--- src/rtl/otter_pkg.sv ---
// Shared RV32I control types: opcodes, SYS func3 codes and the control-unit states.
package otter_pkg;

  typedef enum logic [6:0] {
    LUI    = 7'b0110111,
    AUIPC  = 7'b0010111,
    JAL    = 7'b1101111,
    JALR   = 7'b1100111,
    BRANCH = 7'b1100011,
    LOAD   = 7'b0000011,
    STORE  = 7'b0100011,
    OP_IMM = 7'b0010011,
    OP_RG3 = 7'b0110011,
    SYS    = 7'b1110011
  } opcode_t;

  localparam logic [2:0] MRET  = 3'b000;
  localparam logic [2:0] CSRRW = 3'b001;
  localparam logic [2:0] CSRRS = 3'b010;
  localparam logic [2:0] CSRRC = 3'b011;

  typedef enum logic [2:0] {
    ST_INIT  = 3'd0,
    ST_FETCH = 3'd1,
    ST_EXEC  = 3'd2,
    ST_WB    = 3'd3,
    ST_INTR  = 3'd4
  } cu_state_t;

endpackage

--- src/rtl/cu_fsm_intr_sync.sv ---
// External interrupt synchroniser and sticky pending flag.
module intr_sync #(
  parameter int STAGES = 2
) (
  input  logic clk,
  input  logic rst,
  input  logic intr,
  input  logic mie,
  input  logic clr,
  output logic int_pend
);

  logic [STAGES-1:0] sync_q;
  logic              intr_sync;

  assign intr_sync = sync_q[STAGES-1];

  // Shift the asynchronous request through the synchroniser chain.
  always_ff @(posedge clk or posedge rst) begin
    if (rst) begin
      sync_q <= '0;
    end else begin
      sync_q[0] <= intr;
      for (int i = 1; i < STAGES; i++) begin
        sync_q[i] <= sync_q[i-1];
      end
    end
  end

  // Pending flag: set while enabled, survives a later mie drop, clear wins.
  always_ff @(posedge clk or posedge rst) begin
    if (rst) begin
      int_pend <= 1'b0;
    end else if (clr) begin
      int_pend <= 1'b0;
    end else if (intr_sync && mie) begin
      int_pend <= 1'b1;
    end
  end

endmodule

--- src/rtl/cu_fsm.sv ---
// Multicycle RV32I sequencer: fetch, execute, load writeback, interrupt entry.
//
// state    | meaning
// ---------+------------------------------------------------------------
// ST_INIT  | after reset; clears PC, always one cycle
// ST_FETCH | instruction read, waits for imem_ready
// ST_EXEC  | execute; stores wait here for dmem_ready
// ST_WB    | load writeback, waits for dmem_ready
// ST_INTR  | trap entry to mtvec, always one cycle
module cu_fsm
  import otter_pkg::*;
#(
  parameter int INTR_SYNC_STAGES = 2,
  parameter bit USE_MEM_READY    = 1'b1
) (
  input  logic       clk,
  input  logic       rst,
  input  logic       intr,
  input  logic       mie,
  input  logic [6:0] opcode,
  input  logic [2:0] func3,
  input  logic       imem_ready,
  input  logic       dmem_ready,
  output logic       pc_write,
  output logic       pc_rst,
  output logic       reg_write,
  output logic       mem_rden1,
  output logic       mem_rden2,
  output logic       mem_we2,
  output logic       csr_we,
  output logic       int_taken,
  output logic       mret_exec,
  output logic       illegal,
  output logic [2:0] state_o
);

  cu_state_t state_q, state_d;
  logic      int_pend;
  logic      imem_rdy, dmem_rdy;
  logic      done;

  assign imem_rdy = USE_MEM_READY ? imem_ready : 1'b1;
  assign dmem_rdy = USE_MEM_READY ? dmem_ready : 1'b1;
  assign state_o  = state_q;

  intr_sync #(.STAGES(INTR_SYNC_STAGES)) u_intr_sync (
    .clk      (clk),
    .rst      (rst),
    .intr     (intr),
    .mie      (mie),
    .clr      (state_q == ST_INTR),
    .int_pend (int_pend)
  );

  // State register.
  always_ff @(posedge clk or posedge rst) begin
    if (rst) state_q <= ST_INIT;
    else     state_q <= state_d;
  end

  // Next-state and control outputs; "done" marks an instruction boundary.
  always_comb begin
    state_d   = ST_INIT;
    done      = 1'b0;
    pc_write  = 1'b0;
    pc_rst    = 1'b0;
    reg_write = 1'b0;
    mem_rden1 = 1'b0;
    mem_rden2 = 1'b0;
    mem_we2   = 1'b0;
    csr_we    = 1'b0;
    int_taken = 1'b0;
    mret_exec = 1'b0;
    illegal   = 1'b0;
    case (state_q)
      ST_INIT: begin
        pc_rst  = 1'b1;
        state_d = ST_FETCH;
      end
      ST_FETCH: begin
        mem_rden1 = 1'b1;
        state_d   = imem_rdy ? ST_EXEC : ST_FETCH;
      end
      ST_EXEC: begin
        case (opcode)
          LOAD: begin
            mem_rden2 = 1'b1;
            state_d   = ST_WB;
          end
          STORE: begin
            mem_we2 = 1'b1;
            if (dmem_rdy) begin
              pc_write = 1'b1;
              done     = 1'b1;
            end else begin
              state_d = ST_EXEC;
            end
          end
          BRANCH: begin
            pc_write = 1'b1;
            done     = 1'b1;
          end
          LUI, AUIPC, JAL, JALR, OP_IMM, OP_RG3: begin
            pc_write  = 1'b1;
            reg_write = 1'b1;
            done      = 1'b1;
          end
          SYS: begin
            pc_write = 1'b1;
            done     = 1'b1;
            case (func3)
              CSRRW, CSRRS, CSRRC: begin
                reg_write = 1'b1;
                csr_we    = 1'b1;
              end
              MRET:    mret_exec = 1'b1;
              default: ;
            endcase
          end
          default: begin
            pc_write = 1'b1;
            illegal  = 1'b1;
            done     = 1'b1;
          end
        endcase
      end
      ST_WB: begin
        mem_rden2 = 1'b1;
        if (dmem_rdy) begin
          reg_write = 1'b1;
          pc_write  = 1'b1;
          done      = 1'b1;
        end else begin
          state_d = ST_WB;
        end
      end
      ST_INTR: begin
        int_taken = 1'b1;
        pc_write  = 1'b1;
        state_d   = ST_FETCH;
      end
      default: state_d = ST_INIT;
    endcase
    if (done) state_d = int_pend ? ST_INTR : ST_FETCH;
  end

endmodule

--- config.mk ---
export PLATFORM = sky130hd
export DESIGN_NAME = cu_fsm
export DESIGN_NICKNAME = d
export VERILOG_FILES = /design/src/rtl/otter_pkg.sv /design/src/rtl/cu_fsm_intr_sync.sv /design/src/rtl/cu_fsm.sv
export SDC_FILE = /design/constraint.sdc
export NUM_CORES = 1
export LEC_CHECK = 0
export ABC_AREA = 1
export CORE_UTILIZATION = 42
export CTS_CLUSTER_DIAMETER = 200
export CTS_CLUSTER_SIZE = 20
export DETAILED_ROUTE_END_ITERATION = 7
export GPL_ROUTABILITY_DRIVEN = 0
export MAX_ROUTING_LAYER = met4
export PLACE_DENSITY = 0.8
export SETUP_SLACK_MARGIN = 0.4
export SLEW_MARGIN = 15
export SYNTH_ARGS = -nofsm -noshare
export SYNTH_HDL_FRONTEND = slang
export SYNTH_SLANG_ARGS = --single-unit
--- constraint.sdc ---
create_clock -name clk -period 2.45 [get_ports clk]
set_clock_uncertainty 0.15 [all_clocks]
set_input_delay 0.245 -clock clk [delete_from_list [all_inputs] [get_ports clk]]
set_output_delay 0.245 -clock clk [all_outputs]
set_load 0.1 [all_outputs]
==> results.md, run 1 <==
- Antenna fix cells: 0
- Worst vdd ir: 0.898 mV
- Leakage: 0.593 nW
- Die width: 39.5 microns
- Critical Path AT: 1.62 ns
- TritonCTS clock tree: done
- Fin nets: 147
- Register bit total from synthesis: 6
- Most frequent cell after synthesis: nand2_1
- Crit path buf inv count: 4
- Startpoint class of the critical path: register
- Syn Nets: 111
- Register area share after synthesis: 0.255
- Worst Setup Path Type: register to primary output
- First-pass GRT wire length: 2.55 mm
- Max FO, Critical Path: 6
- Layout cell share with drive strength beyond 1: 0.446
- Layout area overhead: 90.2%
- CTS root buf: clkbuf_4
- WL/cell: 13.5 microns
- RSZ-0062 raised after global routing: false
- GR Layer Usage met3: 0.0455
- Crit path cell chain: inv_4, nand3_4, buf_4, inv_2, nand2_1, nand2_2, buf_12
- Final Cycle Share: 0.824
- Initial Util: 0.453
- Yosys warning count: 0
- Worst-path clk slew: 0.05 ns
- # fillers: 80
- Final min period: 2.02 ns
- Fmax: 495 MHz
- Detailed Route WL: 1.95 mm
- Status: finished, final reports clean
- CTS H-tree depth: 1
- Leading area contributor after synthesis: dfrtp_1
- CTS Buffer Depth: 2
- GRT Util Overall: 0.245
- Syn Inst Count: 95
- Final Core Density: 0.862
- Crit-path slowest cell: dfrtp_4
- Final hold slack: 0.121 ns
- Site row count: 13
- Largest net degree at the start of global routing: 7
- M2 GR Usage: 0.430
- Post-synth ARST share: 1.00
- Clock latency on the worst-skew pair: 0.26 ns
- Antenna Nets Post-Route: 0
- 1st-iter DRT viols: 16
- Cell variety after synth: 20
- Via density: 5.08
- GR peak layer: met2
- Max-slew headroom: 0.809
- Hold Crit Class: input port to asynchronous set/reset pin
- Final Hold Viols: 0
- I/O pin count: 29
- Worst Path Required: 2.06 ns
- Met1 Use GR: 0.286
- Post-synth EDFFs: 0
- Post-synthesis cell area: 589 sq um
- 1st-pass router iterations: 4
- CP endpoint kind: primary output
- Die area: 1560 sq um
- Vias in the first global route: 628
- Main synth FF type: dfrtp_1
- Yosys top cell area share: 0.255
- Initial antenna violation count: 0
- Power Dens Cells: 1230 nW/um^2
- PortBufs: 28
- GRT overflow: 0
- Core Footprint: 1300 sq um
- CTS sink count: 6
- Synth Area per Inst: 6.20 sq um
- Post-synth top cells: 29 x nand2_1, 14 x nor2_1, 11 x inv_1
- Pins Over Slew Limit: 0
- Routed vias: 737
- CP max stage delay: 0.52 ns
- Slew @ Worst Pin: 0.286 ns
- Top post-synthesis cells by area: dfrtp_1 25%, nand2_1 18%, nor2_1 8.9%, inv_1 7.0%, inv_2 5.7%
- Residual DRC count: 0
- Final HPWL DP: 1.36 mm
- CTS buffer count: 3
- Max Cap Viol: 0
- TNS Setup: 0 ns
- CP delay by family, top: flip-flops
- Endpoints failing setup: 0
- Die height: 39.5 microns
==> power by group <==
part           switching, mW  leakage (nW)  internal (mW)
Combinational          0.804         0.512          0.288
Clock                 0.0398        0.0150         0.0619
Sequential            0.0468        0.0669          0.144
Total                  0.890         0.593          0.494
==> layout make-up <==
class	instances	area, sq um	area share
Sequential cell	6	161	0.144
Inverter	20	80.1	0.0714
Timing Repair Buffer	31	367	0.327
Tap cell	15	18.8	0.0167
Multi-Input combinational cell	69	468	0.417
Clock buffer	4	26.3	0.0234
==> cell families after synthesis <==
kind of cell,share of synthesized area
simple gates,0.554
buf+inv,0.127
flops,0.255
compound gates,0.0637
==> registers in the layout (all words and copies together) (netlist names) <==
register	cells
state_o	3
u_intr_sync.sync_q	2
u_intr_sync.int_pend	1
==> layer usage <==
layer | vias to the layer above | share of wire
li1 | 359 | -
met1 | 343 | 0.39
met2 | 28 | 0.54
met3 | 7 | 0.040
met4 | 0 | 0.032
met5 | - | 0
==> worst reg2reg max path: cells and delay by family (launching register included) <==
kind                   cells  cell delay, ns
and+or+nand+nor            2            0.23
buffers and inverters      3            0.34
AOI/OAI and AO/OA          1            0.09
DFF                        1            0.52
==> layout by cell type (no fill, tap or decap), types with 2 or more instances in the layout <==
cell type / synthesis / final
nand2_1: 29 / 25
inv_1: 11 / 11
clkdlybuf4s50_1: 0 / 10
nor2_1: 14 / 9
buf_4: 0 / 9
inv_2: 9 / 7
buf_12: 0 / 7
nor2_4: 2 / 6
nand2_2: 5 / 6
dlymetal6s2s_1: 0 / 4
nand3_2: 2 / 3
nand2_4: 0 / 3
nor2_2: 2 / 3
clkbuf_4: 0 / 3
dfrtp_4: 0 / 3
dfrtp_1: 6 / 3
inv_4: 0 / 2
nand3_1: 3 / 2
nor3_4: 1 / 2
a21oi_1: 2 / 2
nor4_4: 0 / 2
==> worst paths after layout <==
path                       cells past startpoint                   from                     to  slack (ns)
max in group asynchronous                      2                    rst             state_o[0]        1.80
min in group clk                               0  u_intr_sync.sync_q[0]  u_intr_sync.sync_q[1]        0.21
hold reg to reg                                0  u_intr_sync.sync_q[0]  u_intr_sync.sync_q[1]        0.21
setup / recovery                               7             state_o[2]              mem_rden2        0.43
hold / removal                                 2                    rst             state_o[1]        0.12
setup reg to reg                               6             state_o[2]             state_o[1]        1.04
==> stage by stage <==
| stage | std cells | setup slack (ns) | total power [mW] | cell area, sq um |
|---|---|---|---|---|
| finish | 145 | 0.430 | 1.38 | 1120 |
| global route | 145 | 0.333 | 1.44 | 1120 |
| CTS | 142 | 0.403 | 1.35 | 1060 |
| detailed placement | 138 | 0.315 | 1.25 | 1030 |
| global placement | 138 | 0.380 | 1.23 | 1030 |
| floorplan | 95 | 0.0158 | 0.982 | 674 |
==> timing repair <==
item / 4_1_cts / 5_1_grt
hold endpoints to repair: 0 / 0
pin swaps: 0 / 2
gates resized for setup: 3 / 11
buffers inserted: 0 / 3
hold buffers: 0 / 0
setup endpoints to repair: 3 / 3
No activity file was read; power rests on OpenSTA's default activity.
==> run 2, diff against run 1 <==
Settings changed: CORE_ASPECT_RATIO set to 0.9, CORE_UTILIZATION 42 to 35, PLACE_DENSITY 0.8 to 0.71.
Clock period 2.45 ns to 1.8 ns, I/O delays scaled along.
==> run 2 against run 1 <==
  * The run now fails in global routing (5_1_grt)
  * Synthesized cell count unchanged
  * Synthesized area unchanged
==> results.md, run 2 <==
- Yosys warning count: 0
- Register bit total from synthesis: 6
- CTS Buffer Depth: 2
- Post-synth ARST share: 1.00
- Post-synth EDFFs: 0
- Register area share after synthesis: 0.255
- Syn Nets: 111
- Most frequent cell after synthesis: nand2_1
- Yosys top cell area share: 0.255
- Leading area contributor after synthesis: dfrtp_1
- Site row count: 13
- Initial Util: 0.390
- Cell variety after synth: 20
- Status: aborted with a tool error
- Post-synthesis cell area: 589 sq um
- I/O pin count: 29
- Largest net degree at the start of global routing: 7
- Final HPWL DP: 1.63 mm
- Die height: 40.9 microns
- CTS buffer count: 3
- Syn Inst Count: 95
- PortBufs: 28
- Die width: 45.3 microns
- Placed Cells: 155
- Run Error: [ERROR DPL-0033] detailed placement checks failed during check placement.
- CTS root buf: clkbuf_4
- Pin type at the end of the worst path: top-level output
- Post-synth top cells: 29 x nand2_1, 14 x nor2_1, 11 x inv_1
- CTS sink count: 6
- Initial antenna violation count: 0
- Synth Area per Inst: 6.20 sq um
- Pre-CTS WS: -0.126 ns
- Top post-synthesis cells by area: dfrtp_1 25%, nand2_1 18%, nor2_1 8.9%, inv_1 7.0%, inv_2 5.7%
- Main synth FF type: dfrtp_1
- Failing step: global routing (5_1_grt)
- Post-GRT worst EP: pc_write
- CTS H-tree depth: 1
==> run 2: cell counts after synthesis <==
Identical to the previous run, type by type.
==> run 2: metrics by stage <==
step / area (sq um) / TNS, ns
floorplan: 719 / -2.13
global placement: 1230 / -0.232
detailed placement: 1230 / -0.350
CTS: 1380 / -0.416
==> run 2: timing repair <==
item,in CTS
hold buffers,1
endpoints found under the hold margin,6
setup buffers,10
pin swaps,12
gates resized for setup,20
setup endpoints to repair,14
==> run 2: logic make-up after synthesis <==
kind of cell    after synthesis  share of synthesized area
simple gates                 64                      0.554
buf+inv                      20                      0.127
flops                         6                      0.255
compound gates                5                     0.0637
==> run 3, diff against run 2 <==
Settings changed: CORE_AREA set to 2 2 63 65, CORE_ASPECT_RATIO 0.9 to not set, CORE_UTILIZATION 35 to not set, CTS_CLUSTER_DIAMETER 200 to not set, CTS_CLUSTER_SIZE 20 to not set, DIE_AREA set to 0 0 65 67, MAX_ROUTING_LAYER met4 to not set, PLACE_DENSITY 0.71 to not set, PLACE_DENSITY_LB_ADDON set to 0.15, SETUP_SLACK_MARGIN 0.4 to not set.
Clock period 1.8 ns to 2.3 ns, I/O delays scaled along.
==> run 3 against run 2 <==
  * The run now ends clean
==> results.md, run 3 (synthesis gave the netlist of run 1 again) <==
- Initial antenna violation count: 0
- Placed Cells: 172
- Worst Path Required: 1.92 ns
- Commonest non-fill, non-tap cells in the layout: 29 x nand2_1, 15 x clkdlybuf4s50_1, 11 x nor2_1, 11 x inv_1, 10 x buf_12
- Crit path from: opcode[5]
- Max reg flops: 3
- Pre-CTS WS: 0.241 ns
- Fin nets: 145
- Worst vdd ir: 1.25 mV
- Hold Crit Class: input port to asynchronous set/reset pin
- 1st-iter DRT viols: 17
- Largest net degree at the start of global routing: 7
- GRT Util Overall: 0.0818
- FF-to-FF setup slack: 0.90 ns
- GRT overflow: 0
- TritonCTS clock tree: done
- CTS Buffer Depth: 2
- CTS buffer count: 3
- CP endpoint kind: primary output
- Final Hold Viols: 0
- Most common cell on crit path: nand2_1
- Commonest non-fill, non-tap cell in the layout: nand2_1
- CTS Hold Bufs: 0
- Via density: 3.80
- Power Dens Cells: 1370 nW/um^2
- CP max stage delay: 0.54 ns
- Crit-path slowest cell: clkdlybuf4s50_1
- CTS H-tree depth: 1
- DR WL met2: 749 microns
- Status: finished, final reports clean
- FF-to-FF End: state_o[0]
- 1st-pass router iterations: 2
- Final setup margin: 0.254 ns
- I/O pin count: 29
- Residual DRC count: 0
- RSZ-0062 raised after global routing: false
- Met1 WL: 728 microns
- Critical Path AT: 1.67 ns
- Startpoint class of the critical path: input port
- CTS root buf: clkbuf_8
- # fillers: 377
- Antenna fix cells: 0
- Pins Over Slew Limit: 0
- Layout cell share with drive strength beyond 1: 0.391
- Max Cap Viol: 0
- Critical path depth: 10
- R2r startpoint: state_o[2]
- PortBufs: 28
- Die height: 67 microns
- Clock latency on the worst-skew pair: 0.23 ns
- Max FO, Critical Path: 3
- Layout area overhead: 96.0%
- Leakage: 0.537 nW
- Final Core Density: 0.320
- Fmax: 489 MHz
- Final min period: 2.05 ns
- Top sig layer: met4
- Vias in the first global route: 703
- Die width: 65 microns
- Critical path capture point: reg_write
- Setup bufs post-CTS: 0
- Endpoints failing setup: 0
- Worst-path clk slew: 0.04 ns
- CP delay by family, top: simple AND/OR/NAND/NOR gates
- Core Footprint: 3610 sq um
- R2R cell count: 7
- Slew @ Worst Pin: 0.293 ns
- Crit path cell chain: clkdlybuf4s50_1, nand2_1, nor2_1, nand2_1, nor2_1, nor2_1, nand2_1, nand2_1, nand2_1, buf_12
- Final HPWL DP: 1.41 mm
- Max-slew headroom: 0.804
- Routed vias: 668
- WL/cell: 9.11 microns
- Detailed Route WL: 1.60 mm
- Final Cycle Share: 0.890
- Initial Util: 0.163
- Metal3 WL: 116 microns
- CTS sink count: 6
- CTS resizes: 0
- First-pass GRT wire length: 2.85 mm
- Site row count: 22
- Worst Setup Path Type: input port to primary output
- Antenna Nets Post-Route: 0
- Non-Filler Instances: 176
- Crit path buf inv count: 2
- Die area: 4360 sq um
-- run 3: per-layer routing --
layer	up-vias	track usage
met5	-	0
met4	0	0.0239
met3	2	0.0220
met2	20	0.140
met1	290	0.0995
li1	356	-
-- run 3: worst reg2reg max path, stage by stage, from the launching register on --
cell and delay [ns]:
dfrtp_4 0.51, inv_4 0.10, nand3_4 0.15, nor2_2 0.18, nand2_2 0.08, nand2_1 0.06, nand2_1 0.04, nand2_1 0.05
-- run 3: layout make-up --
type,instances,area [sq um],share of cell area
multi-input cells,69,428,0.371
clock buffers,4,45.0,0.0390
flip-flops and latches,6,161,0.140
well taps,48,60.1,0.0520
inverters,20,80.1,0.0693
repair buffers,29,380,0.329
-- run 3: how the worst min path moves through the flow --
stage | start | endpoint | slack [ns] | cells after the start
global route | rst | state_o[1] | 0.09 | 2
global placement | u_intr_sync.sync_q[0] | u_intr_sync.sync_q[1] | 0.18 | 0
finish | rst | state_o[1] | 0.07 | 2
floorplan | rst | u_intr_sync.int_pend | -0.13 | 1
CTS | rst | state_o[1] | 0.08 | 2
detailed placement | u_intr_sync.sync_q[0] | u_intr_sync.sync_q[1] | 0.19 | 0
-- run 3: report_power, final --
part	internal (mW)	switching [mW]	leakage (nW)	total, mW
sequential	0.154	0.0509	0.0669	0.205
clock	0.119	0.0488	0.0228	0.168
combinational	0.362	0.847	0.447	1.21
total	0.635	0.946	0.537	1.58
-- run 3: through the flow --
stage | hold slack (ns) | instance area, sq um | total power, mW | TNS (ns)
floorplan | -0.129 | 669 | 1.04 | -0.241
global placement | 0.184 | 1110 | 1.42 | 0
detailed placement | 0.192 | 1110 | 1.42 | 0
CTS | 0.0810 | 1150 | 1.60 | 0
global route | 0.0872 | 1150 | 1.65 | 0
finish | 0.0673 | 1150 | 1.58 | 0
==> run 4, diff against run 3 <==
Settings changed: CAP_MARGIN set to 15.
==> results of run 4 <==
Same layout as run 3: the final DEF is identical, and so are final timing and power.
